<file path="config.mk">
export PLATFORM = sky130hd
export DESIGN_NAME = seg2bcd_scanner_flat
export DESIGN_NICKNAME = d
export VERILOG_FILES = /design/src/rtl/seg2bcd_scanner_if.sv /design/src/rtl/seg2bcd_scanner.sv /design/src/flat_wrapper.sv
export SDC_FILE = /design/constraint.sdc
export NUM_CORES = 1
export LEC_CHECK = 0
export CAP_MARGIN = 20
export CORE_MARGIN = 3
export CORE_UTILIZATION = 50
export CTS_BUF_LIST = sky130_fd_sc_hd__clkbuf_4
export DETAILED_ROUTE_END_ITERATION = 7
export PLACE_DENSITY_LB_ADDON = 0.2
export SLEW_MARGIN = 20
export SYNTH_ARGS = -nofsm -noshare
export SYNTH_HDL_FRONTEND = slang
export SYNTH_SLANG_ARGS = --single-unit
</file>
<file path="constraint.sdc">
create_clock -name clk -period 5.5 [get_ports clk]
set_clock_uncertainty 0.2 [all_clocks]
set_input_delay 0.825 -clock clk [delete_from_list [all_inputs] [get_ports clk]]
set_output_delay 0.825 -clock clk [all_outputs]
set_load 0.05 [all_outputs]
</file>
<file path="src/rtl/seg2bcd_scanner_if.sv">
// Bus between a multiplexed 7-segment display and seg2bcd_scanner:
// scanned segment/select pins in, decoded frame out.
interface seg2bcd_scanner_if #(
  parameter int N_DIGITS = 4
);
  logic [7:0]            segments_in;
  logic [N_DIGITS-1:0]   digit_sel;
  logic [4*N_DIGITS-1:0] bcd_out;
  logic [N_DIGITS-1:0]   dp_out;
  logic [N_DIGITS-1:0]   blank_out;
  logic [N_DIGITS-1:0]   err_out;
  logic                  frame_valid;

  modport master (
    output segments_in, digit_sel,
    input  bcd_out, dp_out, blank_out, err_out, frame_valid
  );

  modport slave (
    input  segments_in, digit_sel,
    output bcd_out, dp_out, blank_out, err_out, frame_valid
  );
endinterface

</file>
<file path="src/rtl/seg2bcd_scanner.sv">
// Recovers a BCD frame from a scanned, multiplexed 7-segment display bus.
// Optional: define SEG2BCD_ALT_GLYPH_EN to accept alternate 6/7/9 glyphs.
module seg2bcd_scanner #(
  parameter logic COMMON_ANODE  = 1'b1,
  parameter int   N_DIGITS      = 4,
  parameter int   SETTLE_CYCLES = 8
) (
  input logic              clk,
  input logic              rst,
  seg2bcd_scanner_if.slave bus
);

  typedef enum logic [1:0] {
    IDLE   = 2'd0,
    SETTLE = 2'd1,
    HOLD   = 2'd2
  } state_t;

  localparam logic [7:0] SETTLE_LAST = 8'(SETTLE_CYCLES - 1);
  localparam logic [7:0] SETTLE_FULL = 8'(SETTLE_CYCLES);

  // Returns {err, blank, bcd} for an active-high a..g pattern (MSB = a).
  function automatic logic [5:0] decode_glyph(input logic [6:0] abcdefg);
    logic [5:0] r;
    r = {2'b10, 4'hE};
    case (abcdefg)
      7'b1111110: r = {2'b00, 4'd0};
      7'b0110000: r = {2'b00, 4'd1};
      7'b1101101: r = {2'b00, 4'd2};
      7'b1111001: r = {2'b00, 4'd3};
      7'b0110011: r = {2'b00, 4'd4};
      7'b1011011: r = {2'b00, 4'd5};
      7'b1011111: r = {2'b00, 4'd6};
      7'b1110000: r = {2'b00, 4'd7};
      7'b1111111: r = {2'b00, 4'd8};
      7'b1111011: r = {2'b00, 4'd9};
      7'b0000000: r = {2'b01, 4'hF};
`ifdef SEG2BCD_ALT_GLYPH_EN
      7'b0011111: r = {2'b00, 4'd6};
      7'b1110010: r = {2'b00, 4'd7};
      7'b1110011: r = {2'b00, 4'd9};
`endif
      default:    r = {2'b10, 4'hE};
    endcase
    return r;
  endfunction

  // Stage p0: pin registers; p1 keeps the previous sample for the settle compare
  logic [7:0]          seg_p0, seg_p1;
  logic [N_DIGITS-1:0] sel_p0, sel_p1;

  always_ff @(posedge clk) begin
    seg_p0 <= bus.segments_in;
    sel_p0 <= bus.digit_sel;
    seg_p1 <= seg_p0;
    sel_p1 <= sel_p0;
  end

  logic [7:0] seg_norm;
  logic       sel_onehot;
  logic       sample_same;
  logic [5:0] glyph;

  assign seg_norm    = COMMON_ANODE ? ~seg_p0 : seg_p0;
  assign sel_onehot  = $onehot(sel_p0);
  assign sample_same = (seg_p0 == seg_p1) && (sel_p0 == sel_p1);
  assign glyph       = decode_glyph(seg_norm[7:1]);

  state_t     state, state_n;
  logic [7:0] settle_cnt, settle_cnt_n;
  logic       cap;

  always_ff @(posedge clk) begin
    if (rst) begin
      state      <= IDLE;
      settle_cnt <= 8'd0;
    end else begin
      state      <= state_n;
      settle_cnt <= settle_cnt_n;
    end
  end

  // A changed sample restarts settling on that same cycle, so every value
  // sees the same capture latency no matter which state it arrives in.
  always_comb begin
    state_n      = state;
    settle_cnt_n = settle_cnt;
    cap          = 1'b0;
    if (!sel_onehot) begin
      state_n = IDLE;
    end else begin
      case (state)
        IDLE: begin
          settle_cnt_n = 8'd1;
          state_n      = SETTLE;
        end
        SETTLE: begin
          if (!sample_same) begin
            settle_cnt_n = 8'd1;
          end else if (settle_cnt == SETTLE_LAST) begin
            cap          = 1'b1;
            settle_cnt_n = SETTLE_FULL;
            state_n      = HOLD;
          end else begin
            settle_cnt_n = settle_cnt + 8'd1;
          end
        end
        HOLD: begin
          if (!sample_same) begin
            settle_cnt_n = 8'd1;
            state_n      = SETTLE;
          end
        end
        default: state_n = IDLE;
      endcase
    end
  end

  // Stage p2: shadow slots and seen mask
  logic [N_DIGITS-1:0]   seen_mask, seen_next;
  logic                  vld_p2;
  logic [4*N_DIGITS-1:0] sh_bcd;
  logic [N_DIGITS-1:0]   sh_dp, sh_blank, sh_err;

  assign seen_next = seen_mask | sel_p0;

  always_ff @(posedge clk) begin
    if (rst) begin
      seen_mask <= '0;
      vld_p2    <= 1'b0;
      sh_bcd    <= '0;
      sh_dp     <= '0;
      sh_blank  <= '0;
      sh_err    <= '0;
    end else begin
      vld_p2 <= 1'b0;
      if (cap) begin
        for (int i = 0; i < N_DIGITS; i++) begin
          if (sel_p0[i]) begin
            sh_bcd[4*i +: 4] <= glyph[3:0];
            sh_blank[i]      <= glyph[4];
            sh_err[i]        <= glyph[5];
            sh_dp[i]         <= seg_norm[0];
          end
        end
        if (&seen_next) begin
          seen_mask <= '0;
          vld_p2    <= 1'b1;
        end else begin
          seen_mask <= seen_next;
        end
      end
    end
  end

  // Stage p3: published frame
  logic [4*N_DIGITS-1:0] bcd_p3;
  logic [N_DIGITS-1:0]   dp_p3, blank_p3, err_p3;
  logic                  vld_p3;

  always_ff @(posedge clk) begin
    if (rst) begin
      bcd_p3   <= '0;
      dp_p3    <= '0;
      blank_p3 <= '0;
      err_p3   <= '0;
      vld_p3   <= 1'b0;
    end else begin
      vld_p3 <= vld_p2;
      if (vld_p2) begin
        bcd_p3   <= sh_bcd;
        dp_p3    <= sh_dp;
        blank_p3 <= sh_blank;
        err_p3   <= sh_err;
      end
    end
  end

  assign bus.bcd_out     = bcd_p3;
  assign bus.dp_out      = dp_p3;
  assign bus.blank_out   = blank_p3;
  assign bus.err_out     = err_p3;
  assign bus.frame_valid = vld_p3;

endmodule

</file>
<file path="src/flat_wrapper.sv">
// flat-port wrapper written by rule: the top's interface ports become plain ports
module seg2bcd_scanner_flat 
#(
  parameter logic COMMON_ANODE  = 1'b1,
  parameter int   N_DIGITS      = 4,
  parameter int   SETTLE_CYCLES = 8
)
  (clk, rst, bus_segments_in, bus_digit_sel, bus_bcd_out, bus_dp_out, bus_blank_out, bus_err_out, bus_frame_valid);
  seg2bcd_scanner_if #(.N_DIGITS(N_DIGITS)) bus_i ();
  input logic clk;
  input logic rst;
  input wire logic [$bits(bus_i.segments_in)-1:0] bus_segments_in;
  input wire logic [$bits(bus_i.digit_sel)-1:0] bus_digit_sel;
  output wire logic [$bits(bus_i.bcd_out)-1:0] bus_bcd_out;
  output wire logic [$bits(bus_i.dp_out)-1:0] bus_dp_out;
  output wire logic [$bits(bus_i.blank_out)-1:0] bus_blank_out;
  output wire logic [$bits(bus_i.err_out)-1:0] bus_err_out;
  output wire logic [$bits(bus_i.frame_valid)-1:0] bus_frame_valid;
  assign bus_i.segments_in = bus_segments_in;
  assign bus_i.digit_sel = bus_digit_sel;
  assign bus_bcd_out = bus_i.bcd_out;
  assign bus_dp_out = bus_i.dp_out;
  assign bus_blank_out = bus_i.blank_out;
  assign bus_err_out = bus_i.err_out;
  assign bus_frame_valid = bus_i.frame_valid;
  seg2bcd_scanner #(.COMMON_ANODE(COMMON_ANODE), .N_DIGITS(N_DIGITS), .SETTLE_CYCLES(SETTLE_CYCLES)) u_core (.clk(clk), .rst(rst), .bus(bus_i));
endmodule
</file>
Word level (Yosys, flattened, before mapping):

Index checks and enable logic that the tools add are counted.

* register bits after elaboration: 96
* bits of input ports: 14
* output and inout port bits: 29
* logic and storage cells: 84

* add/subtract/negate cells: 4
* equal/unequal tests: 19
* muxes and demuxes: 15
* bitwise operators: 4
* reductions and logical operators: 13

Operators by type and width (number)
* 6-bit case mux with 11 select lines: 1
* 7-bit equality test (second input constant): 8
* 8-bit two-way mux: 3
* 8-bit case mux with 3 select lines: 1
* 7-bit by 6-bit equality test with 1-bit output (second input constant): 2
* 8-bit by 1-bit adder with 8-bit output (second input constant): 1
* 8-bit by 3-bit equality test with 1-bit output (second input constant): 1
* 8-bit equality test: 1
* 8-bit inverter: 1
* 2-bit AND reduction: 4
* 7-bit logical NOT: 1
* 2-bit two-way mux: 3
* 2-bit case mux with 3 select lines: 1
* 3-bit AND reduction: 2
* 1-bit two-way mux: 5
* 1-bit by 1-bit adder with 2-bit output: 2
* 4-bit equality test: 1
* 4-bit two-way mux: 1
* 2-bit by 1-bit inequality test with 1-bit output (second input constant): 2
* 4-bit OR: 1
* 4-bit AND reduction: 1
* 2-bit OR reduction: 2
* 3-bit adder: 1
* 3-bit by 1-bit equality test with 1-bit output (second input constant): 1
* 7 further kinds: 8

Longest topological paths before layout:

Gate-level depths: netlist (run 1).

* depth in word-level cells: 7
* depth in mapped cells: 9
* gate-level depth less buffers: 8

Worst setup path before layout (run 1):

No wires, ideal clock.

* path kind: reg2reg
* from: register u_core.sel_p0[0]
* to: register u_core.sh_blank[2]
* library setup time: 0.128 ns
* arrival time: 2.404 ns
* required time: 5.172 ns
* setup slack: 2.768 ns
* cell stages (with the launch flop): 10
* buffers on the path: 1
* clock period less this slack: 2.732 ns
* path through: dfxtp_1 -> ha_1 -> ha_1 -> fa_1 -> nor3b_1 -> and2_4 -> buf_12 -> and3_4 -> mux2i_1 -> nor2_1

* word-level cells in the longest chain between the ends: 6
* elaborated cells between the ends (all ways): 9
* those cells by class: add/sub (2); eq/ne (2); mux (3); reduce/logical (2)

RTL lines
* from (decl): RTL line seg2bcd_scanner.sv:50 `logic [N_DIGITS-1:0] sel_p0, sel_p1;`
* from (signal assigned): RTL line seg2bcd_scanner.sv:54 `sel_p0 <= bus.digit_sel;`
* parallel branches: the longest is 4 deep, another holds 3-bit adder
* 1-bit two-way mux *: RTL line seg2bcd_scanner.sv:89 `if (!sel_onehot) begin`
* 2-bit AND reduction (no source line) *
* to (signal, indexed assignment): RTL line seg2bcd_scanner.sv:141 `sh_blank[i] <= glyph[4];`
* to (decl): RTL line seg2bcd_scanner.sv:123 `logic [N_DIGITS-1:0] sh_dp, sh_blank, sh_err;`

Every way passes the cells marked *.
A chain may end at the register's enable or synchronous reset.

Worst setup path in the final report (run 1):

* from: register u_core.sel_p0[0]
* to: register u_core.sh_bcd[6]

* word-level cells in the longest chain between the ends: 6
* elaborated cells between the ends (all ways): 9
* those cells by class: add/sub (2); eq/ne (2); mux (3); reduce/logical (2)

RTL lines
* parallel branches: the longest is 4 deep, another holds 3-bit adder
* 1-bit two-way mux *: RTL line seg2bcd_scanner.sv:89
* 2-bit AND reduction (no source line) *
* to (signal, indexed assignment): RTL line seg2bcd_scanner.sv:140 `sh_bcd[4*i +: 4] <= glyph[3:0];`
* to (decl): RTL line seg2bcd_scanner.sv:122 `logic [4*N_DIGITS-1:0] sh_bcd;`

Marked as above.

==> summary.txt, run 1 <==
==================================================================================
Share of synthesized registers carrying an async set or reset                   0%
Number of DRC violations after detailed-routing iteration 0                    131
First drt pass iteration count                                                   4
Maximum fanout count along the critical path                                    10
Total number of vias                                                          2701
Slowest stage cell, crit path                                         sky130_fd_sc_hd__dfxtp_1
Power density over the cells                                            263 mW/mm2
Final net count                                                                418
TritonCTS Buffers                                                                9
Critical setup path kind                                              register to register
Top-level port count                                                            43
Effective utilization at floorplan                                           51.9%
Placeable core region                                                  0.00729 mm2
Cell chain of the critical path                                       ha_1 -> ha_1 -> fa_1 -> nor3b_1 -> and2_4 -> nand3_2 -> nand3b_1 -> o21ai_0
Highest ir drop seen on vdd                                               0.130 mV
DRC violations left                                                              0
Number of cells traversed by the worst hold path                                 0
Gpl congestion                                                               0.791
Critical Path Max Stage Delay                                              0.50 ns
Port Buf Inserts                                                                42
Top delay family on crit path                                         simple AND/OR/NAND/NOR gates
Routed Antenna Nets                                                              0
R2R setup slack                                                            2.49 ns
Largest net degree at the start of global routing                               73
Category of the worst setup path launch point                             register
Synth Instances                                                                361
Synth warnings                                                                   0
Count of distinct cell types in the synthesized netlist                         56
Die footprint                                                          0.00865 mm2
Arrival time worst endpoint                                                3.13 ns
CTS H-Tree Depth                                                                 3
Classification of the worst-slack hold path                           register to register
Area added between synthesis and finish                                      15.2%
Post-layout min period                                                     3.01 ns
Area of the mapped netlist                                             0.00378 mm2
Fill cell count                                                                630
Worst Hold Slack                                                          0.257 ns
Count of clock tree sinks                                                       96
Antenna diodes                                                                   0
CTS resizes                                                                      0
Worst Path Buf+Inv                                                               0
Buffers inserted by post-CTS timing repair                                       0
Max-capacitance violation count                                                  0
Critical path depth in cells                                                     8
Remaining max-slew budget at the tightest pin                                38.4%
Final slew viol count                                                            0
Final global-route overflow total                                                0
Period utilization                                                           54.8%
Slew at the pin closest to its max-slew limit                             0.918 ns
Number of flip-flops and latches in the synthesized netlist                     96
Setup total negative slack                                                    0 ns
Root buffer cell                                                      sky130_fd_sc_hd__clkbuf_4
Part of the Yosys area used for sequential elements                          50.8%
Required time of the critical path                                         5.62 ns
Clock insertion delay at the later pin of the skew report                  0.45 ns
Share of final-layout standard cells stronger than drive strength 1          10.6%
TritonCTS clock tree                                                         built
Max frequency                                                            0.332 GHz
Average routed wire per standard cell                                      14.7 um
Critical path capture point type                                          register
Global-route wire length before repair                                    12300 um
EDFF count, synth                                                                0
Lkg Pwr                                                                 0.00149 uW
Hold bufs inserted after CTS                                                     0
Number of antenna violations at the first check in global routing                0
Vias in the first global route                                                2481
Cells on worst reg2reg path                                                      8
Maximum root-to-sink buffer count                                                2
Mean post-synth cell area                                                 10.5 um2
Width of the die                                                           93.0 um
Number of standard-cell rows in the floorplan                                   31
Total routing resource utilization after global routing                      18.0%
Total Routed Length                                                        7400 um
Run status                                                            finished clean
Syn_nets                                                                       380
Cell occurring most often along the worst timing path                 sky130_fd_sc_hd__ha_1
Post-detailed-route via-to-cell ratio                                         5.37
Estimated wirelength of the detail-placed design                           5120 um
Overall die height                                                         93.0 um
Final setup fails                                                                0
Setup repair after global routing missed its margin                          false
Clock Pin Slew Worst Setup and Hold Paths                                  0.15 ns
Top FF cell, synth                                                    sky130_fd_sc_hd__dfxtp_1
Final Hold Viols                                                                 0
==================================================================================
-- Yosys cell counts (all sizes together) (2+ instances only) --
| library cell | instances | area share (%) |
|---|---|---|
| a211oi | 5 | 1.1 |
| a21oi | 12 | 1.6 |
| a31oi | 4 | 0.66 |
| and3 | 4 | 1.2 |
| and4b | 3 | 0.79 |
| buf | 7 | 2.0 |
| clkbuf | 11 | 1.1 |
| dfxtp | 96 | 51 |
| ha | 4 | 1.3 |
| inv | 5 | 0.50 |
| mux2i | 32 | 8.5 |
| nand2 | 8 | 0.79 |
| nand2b | 2 | 0.33 |
| nand3 | 10 | 1.9 |
| nand3b | 22 | 4.4 |
| nand4 | 7 | 1.5 |
| nand4b | 2 | 0.46 |
| nor2 | 43 | 4.3 |
| nor2b | 3 | 0.50 |
| nor3 | 6 | 0.79 |
| nor3b | 2 | 0.40 |
| nor4 | 5 | 1.6 |
| o21a | 5 | 0.99 |
| o21ai | 28 | 3.8 |
| o22ai | 2 | 0.33 |
| or3b | 2 | 0.46 |
| xnor2 | 12 | 3.5 |
-- cell type report --
class	count	area (um2)	area share, %
Clock buffer	9	67.6	1.55
Clock inverter	7	55.1	1.26
Inverter	5	18.8	0.431
Multi-Input combinational cell	242	1730	39.8
Sequential cell	96	1920	44.1
Tap cell	99	124	2.84
Timing Repair Buffer	45	438	10.0
-- metal layers --
layer / global-route usage [%] / routed length (um) / vias up
met1: 24.6 / 3550 / 1274
met5: 0 / 0 / -
li1: - / - / 1367
met3: 4.42 / 310 / 5
met4: 5.13 / 72 / 0
met2: 28.3 / 3460 / 55
-- path summary, 6_finish.rpt --
path                                          startpoint                       endpoint
worst min-delay path            u_core.seg_p0[5]$_DFF_P_       u_core.seg_p1[5]$_DFF_P_
worst max register to register  u_core.sel_p0[0]$_DFF_P_  u_core.sh_bcd[6]$_SDFFE_PP0P_
worst max-delay path            u_core.sel_p0[0]$_DFF_P_  u_core.sh_bcd[6]$_SDFFE_PP0P_
worst min register to register  u_core.seg_p0[5]$_DFF_P_       u_core.seg_p1[5]$_DFF_P_
-- flip-flops by register name, indices dropped and copies added (netlist names), 8 cells and up --
name                cells
u_core.bus.bcd_out     16
u_core.seg_p1           8
u_core.seg_p0           8
u_core.settle_cnt       8
u_core.sh_bcd          16
-- stage by stage --
stage          cell area (um2)  total power, uW  util [%]  cells  worst slack (ns)
2_1_floorplan             3780              791         -    361              2.77
3_3_place_gp              4230              813      58.0    487              2.62
3_5_place_dp              4230              815      58.0    487              2.51
4_1_cts                   4350             1150      59.7    503              2.52
5_1_grt                   4360             1190      59.8    503              2.30
6_report                  4360             1140      59.8    503              2.49
-- power by group --
part           switching (uW)  internal (uW)
sequential               16.8            707
combinational            41.5           33.7
clock                     246           99.0
total                     305            840
-- cell families (layout without fill, tap and decap cells) --
| kind of cell | count (synthesis) | count (layout) | synth area share [%] |
|---|---|---|---|
| compound gates | 67 | 67 | 10.9 |
| xor+xnor | 13 | 13 | 3.70 |
| fa+ha+maj | 5 | 5 | 1.85 |
| buf+inv | 23 | 66 | 3.57 |
| flops | 96 | 96 | 50.8 |
| mux | 32 | 32 | 8.47 |
| simple gates | 125 | 125 | 20.7 |
-- worst register-to-register path, stage by stage, from the launching register on --
cell and delay (ns):
sky130_fd_sc_hd__dfxtp_1 0.50, sky130_fd_sc_hd__ha_1 0.29, sky130_fd_sc_hd__ha_1 0.21, sky130_fd_sc_hd__fa_1 0.44, sky130_fd_sc_hd__nor3b_1 0.43, sky130_fd_sc_hd__and2_4 0.32, sky130_fd_sc_hd__nand3_2 0.22, sky130_fd_sc_hd__nand3b_1 0.19
sky130_fd_sc_hd__o21ai_0 0.11
-- placed cells by master, fill, tap and decap left out, types with 2 or more instances in the layout --
cell type                         netlist  layout
sky130_fd_sc_hd__nand2b_1               2       2
sky130_fd_sc_hd__nand3_2                4       4
sky130_fd_sc_hd__and4b_1                3       3
sky130_fd_sc_hd__o21ai_1                3       3
sky130_fd_sc_hd__inv_1                  5       5
sky130_fd_sc_hd__nor2_1                43      43
sky130_fd_sc_hd__clkbuf_4               0       9
sky130_fd_sc_hd__and3_4                 4       4
sky130_fd_sc_hd__dfxtp_1               96      96
sky130_fd_sc_hd__nor4_4                 2       2
sky130_fd_sc_hd__clkdlybuf4s50_1        0      41
sky130_fd_sc_hd__o21ai_0               24      24
sky130_fd_sc_hd__nand4b_1               2       2
sky130_fd_sc_hd__nand3b_1              22      22
sky130_fd_sc_hd__nor2b_1                3       3
sky130_fd_sc_hd__ha_1                   4       4
sky130_fd_sc_hd__a31oi_1                4       4
sky130_fd_sc_hd__o22ai_1                2       2
sky130_fd_sc_hd__nand4_1                5       5
sky130_fd_sc_hd__a211oi_1               4       4
sky130_fd_sc_hd__nor3_1                 6       6
sky130_fd_sc_hd__nand2_1                8       8
sky130_fd_sc_hd__o21a_1                 5       5
sky130_fd_sc_hd__nand4_2                2       2
sky130_fd_sc_hd__mux2i_1               32      32
sky130_fd_sc_hd__buf_4                  0       3
sky130_fd_sc_hd__nor3b_1                2       2
sky130_fd_sc_hd__or3b_2                 2       2
sky130_fd_sc_hd__a21oi_1               12      12
sky130_fd_sc_hd__nor4_1                 3       3
sky130_fd_sc_hd__clkinv_4               0       2
sky130_fd_sc_hd__nand3_1                6       6
sky130_fd_sc_hd__inv_6                  0       2
sky130_fd_sc_hd__xnor2_1               10      10
Note: power is estimated with default switching activity, not from simulation.
==> inputs of run 2 (changes only) <==
- clock period: 5.5 -> 2.7 ns (I/O delays scaled with it)
==> run 2 against run 1 <==
Against the previous run: sequential share of layout area fell by 0.62 points; count of clock-buffer cells in the layout grew 1; utilization increased by 0.86 points; register-to-register slack lost 2.3 ns; via count rose by 1.7%; critical path type unchanged; largest cell class unchanged; largest power group unchanged.
==> summary.txt, run 2 (same netlist as run 1, synthesis figures left out) <==
==================================================================================
Met3 routed WL                                                              272 um
Met2 Wirelength                                                            3370 um
Global-route wire length before repair                                    12200 um
Setup repair after global routing missed its margin                          false
Power density over the cells                                            529 mW/mm2
WHS Endpoint                                                          u_core.sh_bcd[10]$_SDFFE_PP0P_
Die footprint                                                          0.00865 mm2
CTS resizes                                                                      0
Arrival time worst endpoint                                                2.69 ns
Worst reg2reg path endpoint                                           u_core.sh_dp[0]$_SDFFE_PP0P_
Final Hold Viols                                                                 0
Startpoint of the tightest hold check path                                     rst
Core occupancy in the finished layout                                        60.6%
Vias in the first global route                                                2534
Number of placed instances, taps included                                      495
Slew at the pin closest to its max-slew limit                             0.656 ns
Classification of the worst-slack hold path                           primary input to register
Clock insertion delay at the later pin of the skew report                  0.45 ns
Remaining max-slew budget at the tightest pin                                56.3%
Largest net degree at the start of global routing                               72
Top-level port count                                                            43
Slowest stage cell, crit path                                         sky130_fd_sc_hd__fa_1
Placeable core region                                                  0.00729 mm2
Leading cell types in the layout, fill and taps excluded              sky130_fd_sc_hd__dfxtp_1, sky130_fd_sc_hd__nor2_1, sky130_fd_sc_hd__clkdlybuf4s50_1, sky130_fd_sc_hd__mux2i_1, sky130_fd_sc_hd__o21ai_0
Routed Antenna Nets                                                              0
Effective utilization at floorplan                                           51.9%
Setup total negative slack                                                    0 ns
Post-layout min period                                                     2.54 ns
Final global-route overflow total                                                0
Estimated wirelength of the detail-placed design                           4980 um
Final slew viol count                                                            0
Number of DRC violations after detailed-routing iteration 0                    101
Number of standard-cell rows in the floorplan                                   31
Cells on worst reg2reg path                                                      8
Flip-flop and latch area                                               0.00192 mm2
Footprint of the multi-input gates                                     0.00173 mm2
Max-capacitance violation count                                                  0
R2R setup slack                                                            0.16 ns
Worst R2R Start                                                       u_core.sel_p0[0]$_DFF_P_
Number of cells traversed by the worst hold path                                 5
Total number of vias                                                          2746
Port Buf Inserts                                                                42
Overall die height                                                         93.0 um
Root buffer cell                                                      sky130_fd_sc_hd__clkbuf_4
Required time of the critical path                                         2.85 ns
Critical path capture point type                                          register
Layout Cells excl Fill                                                         511
Width of the die                                                           93.0 um
Cell chain of the critical path                                       ha_1 -> ha_1 -> fa_1 -> nor3b_2 -> and2_4 -> and3_4 -> nor2_1 -> a211oi_1
Cell occurring most often along the worst timing path                 sky130_fd_sc_hd__ha_1
Share of final-layout standard cells stronger than drive strength 1          12.6%
M1 WL                                                                      3500 um
Buffers inserted by post-CTS timing repair                                       0
Post-Place Worst Slack                                                    0.153 ns
Antenna diodes                                                                   0
Hold bufs inserted after CTS                                                     0
Post-detailed-route via-to-cell ratio                                         5.37
Critical Path Max Stage Delay                                              0.45 ns
Total Routed Length                                                        7220 um
DRC violations left                                                              0
Most common cell after layout, fill and taps aside                    sky130_fd_sc_hd__dfxtp_1
Final critical-path setup slack                                           0.165 ns
Period utilization                                                           93.9%
Number of antenna violations at the first check in global routing                0
Maximum fanout count along the critical path                                    10
TritonCTS clock tree                                                         built
Run status                                                            finished clean
Highest ir drop seen on vdd                                               0.350 mV
TritonCTS Buffers                                                                9
Final net count                                                                426
Fill cell count                                                                635
Critical setup path kind                                              register to register
First drt pass iteration count                                                   4
Max frequency                                                            0.394 GHz
Clock Pin Slew Worst Setup and Hold Paths                                  0.16 ns
Count of clock tree sinks                                                       96
Final setup fails                                                                0
Max Used Layer                                                                met4
Category of the worst setup path launch point                             register
Area added between synthesis and finish                                      16.9%
Lkg Pwr                                                                 0.00152 uW
Gpl congestion                                                               0.833
Total routing resource utilization after global routing                      17.7%
Average routed wire per standard cell                                      14.1 um
CTS H-Tree Depth                                                                 3
Maximum root-to-sink buffer count                                                2
==================================================================================
[run 2: worst max-delay path by stage]
stage / startpoint / to / slack, ns / cells past startpoint
finish: u_core.sel_p0[0]$_DFF_P_ / u_core.sh_dp[0]$_SDFFE_PP0P_ / 0.16 / 8
global route: u_core.sel_p0[0]$_DFF_P_ / u_core.sh_dp[0]$_SDFFE_PP0P_ / 0.002 / 8
CTS: u_core.sel_p0[0]$_DFF_P_ / u_core.sh_dp[0]$_SDFFE_PP0P_ / 0.15 / 8
detailed placement: u_core.sel_p0[0]$_DFF_P_ / u_core.sh_blank[1]$_SDFFE_PP0P_ / 0.15 / 8
global placement: u_core.sel_p0[0]$_DFF_P_ / u_core.sh_blank[2]$_SDFFE_PP0P_ / 0.22 / 8
floorplan: u_core.sel_p0[0]$_DFF_P_ / u_core.sh_blank[2]$_SDFFE_PP0P_ / 0.08 / 9
[run 2: through the flow]
stage / instance area, um2 / hold slack (ns) / power (uW)
final: 4420 / 0.176 / 2340
after global routing: 4420 / 0.155 / 2450
after CTS: 4420 / 0.156 / 2360
after detailed placement: 4290 / 0.219 / 1670
after global placement: 4290 / 0.216 / 1670
after floorplan: 3790 / 0.151 / 1610
[run 2: layout make-up]
class,count,share of cell area [%]
Tap cell,99,2.80
Clock buffer,10,1.70
Inverter,5,0.424
Timing Repair Buffer,53,11.3
Clock inverter,6,1.19
Sequential cell,96,43.5
Multi-Input combinational cell,242,39.2
[run 2: report_power, final]
group / switching [uW] / internal (uW) / total, uW
Combinational: 88.7 / 78.1 / 167
Sequential: 29.2 / 1440 / 1470
Clock: 491 / 213 / 704
[run 2: routing by layer]
layer / vias up / GRT usage, %
met1: 1310 / 24.3
met5: - / 0
met4: 0 / 6.23
met2: 48 / 27.2
met3: 8 / 4.51
li1: 1380 / -
[run 2: critical path: cells and delay by family (launching register included)]
| kind | cells | cell delay (ns) |
|---|---|---|
| adders and majority gates | 3 | 0.95 |
| and+or+nand+nor | 4 | 0.76 |
| DFF | 1 | 0.34 |
| AOI/OAI and AO/OA | 1 | 0.23 |
==> inputs of run 3 (changes only) <==
- CORE_MARGIN: 3 -> 2
==> run 3 against run 2 <==
Against the previous run: wire length shrank 2.2%; power grew 2.1%; sequential power is essentially flat; via count grew 0.51%; setup slack gained 0.023 ns; first-iteration DRC count grew 12%; flip-flop and latch count is the same; sequential share of layout area shrank 0.061 points; utilization grew 0.086 points.
==> summary.txt, run 3 (same netlist as run 1, synthesis figures left out) <==
==================================================================================
Slew at the pin closest to its max-slew limit                             0.667 ns
Worst R2R Start                                                       u_core.sel_p0[0]$_DFF_P_
Number of cells traversed by the worst hold path                                 1
Largest net degree at the start of global routing                               72
Width of the die                                                           91.0 um
Post-Place Worst Slack                                                    0.187 ns
Most common cell after layout, fill and taps aside                    sky130_fd_sc_hd__dfxtp_1
Final net count                                                                426
Top delay family on crit path                                          adder cells
Effective utilization at floorplan                                           51.9%
CTS resizes                                                                      0
Setup repair after global routing missed its margin                          false
Cell chain of the critical path                                       ha_1 -> ha_1 -> fa_1 -> nor3b_2 -> and2_4 -> and3_4 -> mux2i_1 -> nor2_1
Area added between synthesis and finish                                      17.0%
Final critical-path setup slack                                           0.187 ns
Non-Filler Cell Area, Final                                            0.00443 mm2
Antenna diodes                                                                   0
Area after detailed placement                                          0.00429 mm2
Global routing usage on met3                                                 3.32%
DRC violations left                                                              0
Maximum fanout count along the critical path                                    10
Root buffer cell                                                      sky130_fd_sc_hd__clkbuf_4
Final setup fails                                                                0
Buffers inserted by post-CTS timing repair                                       0
Most heavily used metal layer in global routing                               met2
Critical path capture point type                                          register
Placeable core region                                                  0.00729 mm2
Core occupancy in the finished layout                                        60.7%
Classification of the worst-slack hold path                           primary input to register
R2R setup slack                                                            0.19 ns
Vias in the first global route                                                2446
Slowest stage cell, crit path                                         sky130_fd_sc_hd__fa_1
Cell occurring most often along the worst timing path                 sky130_fd_sc_hd__ha_1
Critical setup path kind                                              register to register
Category of the worst setup path launch point                             register
Setup total negative slack                                                    0 ns
Footprint of the multi-input gates                                     0.00173 mm2
Cells on worst reg2reg path                                                      8
Final slew viol count                                                            0
Number of antenna violations at the first check in global routing                0
Worst reg2reg path endpoint                                           u_core.sh_blank[3]$_SDFFE_PP0P_
CTS H-Tree Depth                                                                 3
Die footprint                                                          0.00828 mm2
Number of DRC violations after detailed-routing iteration 0                    113
Post-layout min period                                                     2.51 ns
Period utilization                                                           93.1%
Startpoint of the tightest hold check path                            bus_segments_in[5]
Count of clock tree sinks                                                       96
Met2 track demand over resource                                              26.4%
Overall die height                                                         91.0 um
Leading cell types in the layout, fill and taps excluded              sky130_fd_sc_hd__dfxtp_1, sky130_fd_sc_hd__nor2_1, sky130_fd_sc_hd__clkdlybuf4s50_1, sky130_fd_sc_hd__mux2i_1, sky130_fd_sc_hd__o21ai_0
Worst Path Buf+Inv                                                               0
Total routing resource utilization after global routing                      17.7%
Fill cell count                                                                653
Clock Pin Slew Worst Setup and Hold Paths                                  0.14 ns
Final global-route overflow total                                                0
Total Routed Length                                                        7060 um
Power density over the cells                                            540 mW/mm2
TritonCTS Buffers                                                                9
Global-route wire length before repair                                    11900 um
Remaining max-slew budget at the tightest pin                                55.5%
Post-detailed-route via-to-cell ratio                                         5.41
Post-route total power                                                     2390 uW
Clock insertion delay at the later pin of the skew report                  0.44 ns
Top-level port count                                                            43
Met1 Use GR                                                                  25.1%
Average routed wire per standard cell                                      13.8 um
Share of final-layout standard cells stronger than drive strength 1          12.4%
Max-capacitance violation count                                                  0
Number of standard-cell rows in the floorplan                                   31
WHS Endpoint                                                          u_core.seg_p0[5]$_DFF_P_
Final Hold Viols                                                                 0
Maximum root-to-sink buffer count                                                2
Required time of the critical path                                         2.80 ns
Estimated wirelength of the detail-placed design                           4780 um
Max frequency                                                            0.398 GHz
Hold bufs inserted after CTS                                                     0
Flip-flop and latch area                                               0.00192 mm2
Gpl congestion                                                               0.864
Lkg Pwr                                                                 0.00153 uW
Highest ir drop seen on vdd                                               0.348 mV
Routed Antenna Nets                                                              0
Arrival time worst endpoint                                                2.61 ns
Port Buf Inserts                                                                42
TritonCTS clock tree                                                         built
Run status                                                            finished clean
First drt pass iteration count                                                   4
Total number of vias                                                          2760
Critical Path Max Stage Delay                                              0.44 ns
==================================================================================
[run 3: area by class of cell]
cell class / instances / area share [%]
clock buffers: 9 / 1.53
inverters: 5 / 0.424
flip-flops and latches: 96 / 43.4
repair buffers: 53 / 11.2
clock inverters: 6 / 1.50
multi-input cells: 242 / 39.1
well taps: 99 / 2.80
[run 3: how the worst max path moves through the flow]
stage                              from                               to  slack, ns  cells after the start
6_report       u_core.sel_p0[0]$_DFF_P_  u_core.sh_blank[3]$_SDFFE_PP0P_       0.19                      8
5_1_grt        u_core.sel_p0[0]$_DFF_P_  u_core.sh_blank[1]$_SDFFE_PP0P_       0.03                      8
4_1_cts        u_core.sel_p0[0]$_DFF_P_  u_core.sh_blank[2]$_SDFFE_PP0P_       0.16                      8
3_5_place_dp   u_core.sel_p0[0]$_DFF_P_  u_core.sh_blank[2]$_SDFFE_PP0P_       0.19                      8
3_3_place_gp   u_core.sel_p0[0]$_DFF_P_  u_core.sh_blank[2]$_SDFFE_PP0P_       0.22                      8
2_1_floorplan  u_core.sel_p0[0]$_DFF_P_  u_core.sh_blank[2]$_SDFFE_PP0P_       0.08                      9
[run 3: power breakdown]
part           internal (uW)  switching [uW]
Clock                    283             467
Combinational           78.4            91.4
Sequential              1440            28.8
Total                   1800             587
[run 3: through the flow]
stage | instances | hold slack, ns
floorplan | 361 | 0.151
global route | 510 | 0.178
finish | 510 | 0.201
detailed placement | 495 | 0.218
global placement | 495 | 0.216
CTS | 510 | 0.178
[run 3: per-layer routing]
layer  wire length (um)  part of all wire, %  vias to the layer above
met2               3160                   45                       79
met1               3420                   48                     1287
met4                120                  1.7                        0
met5                  0                    0                        -
li1                   -                    -                     1383
met3                364                  5.2                       11
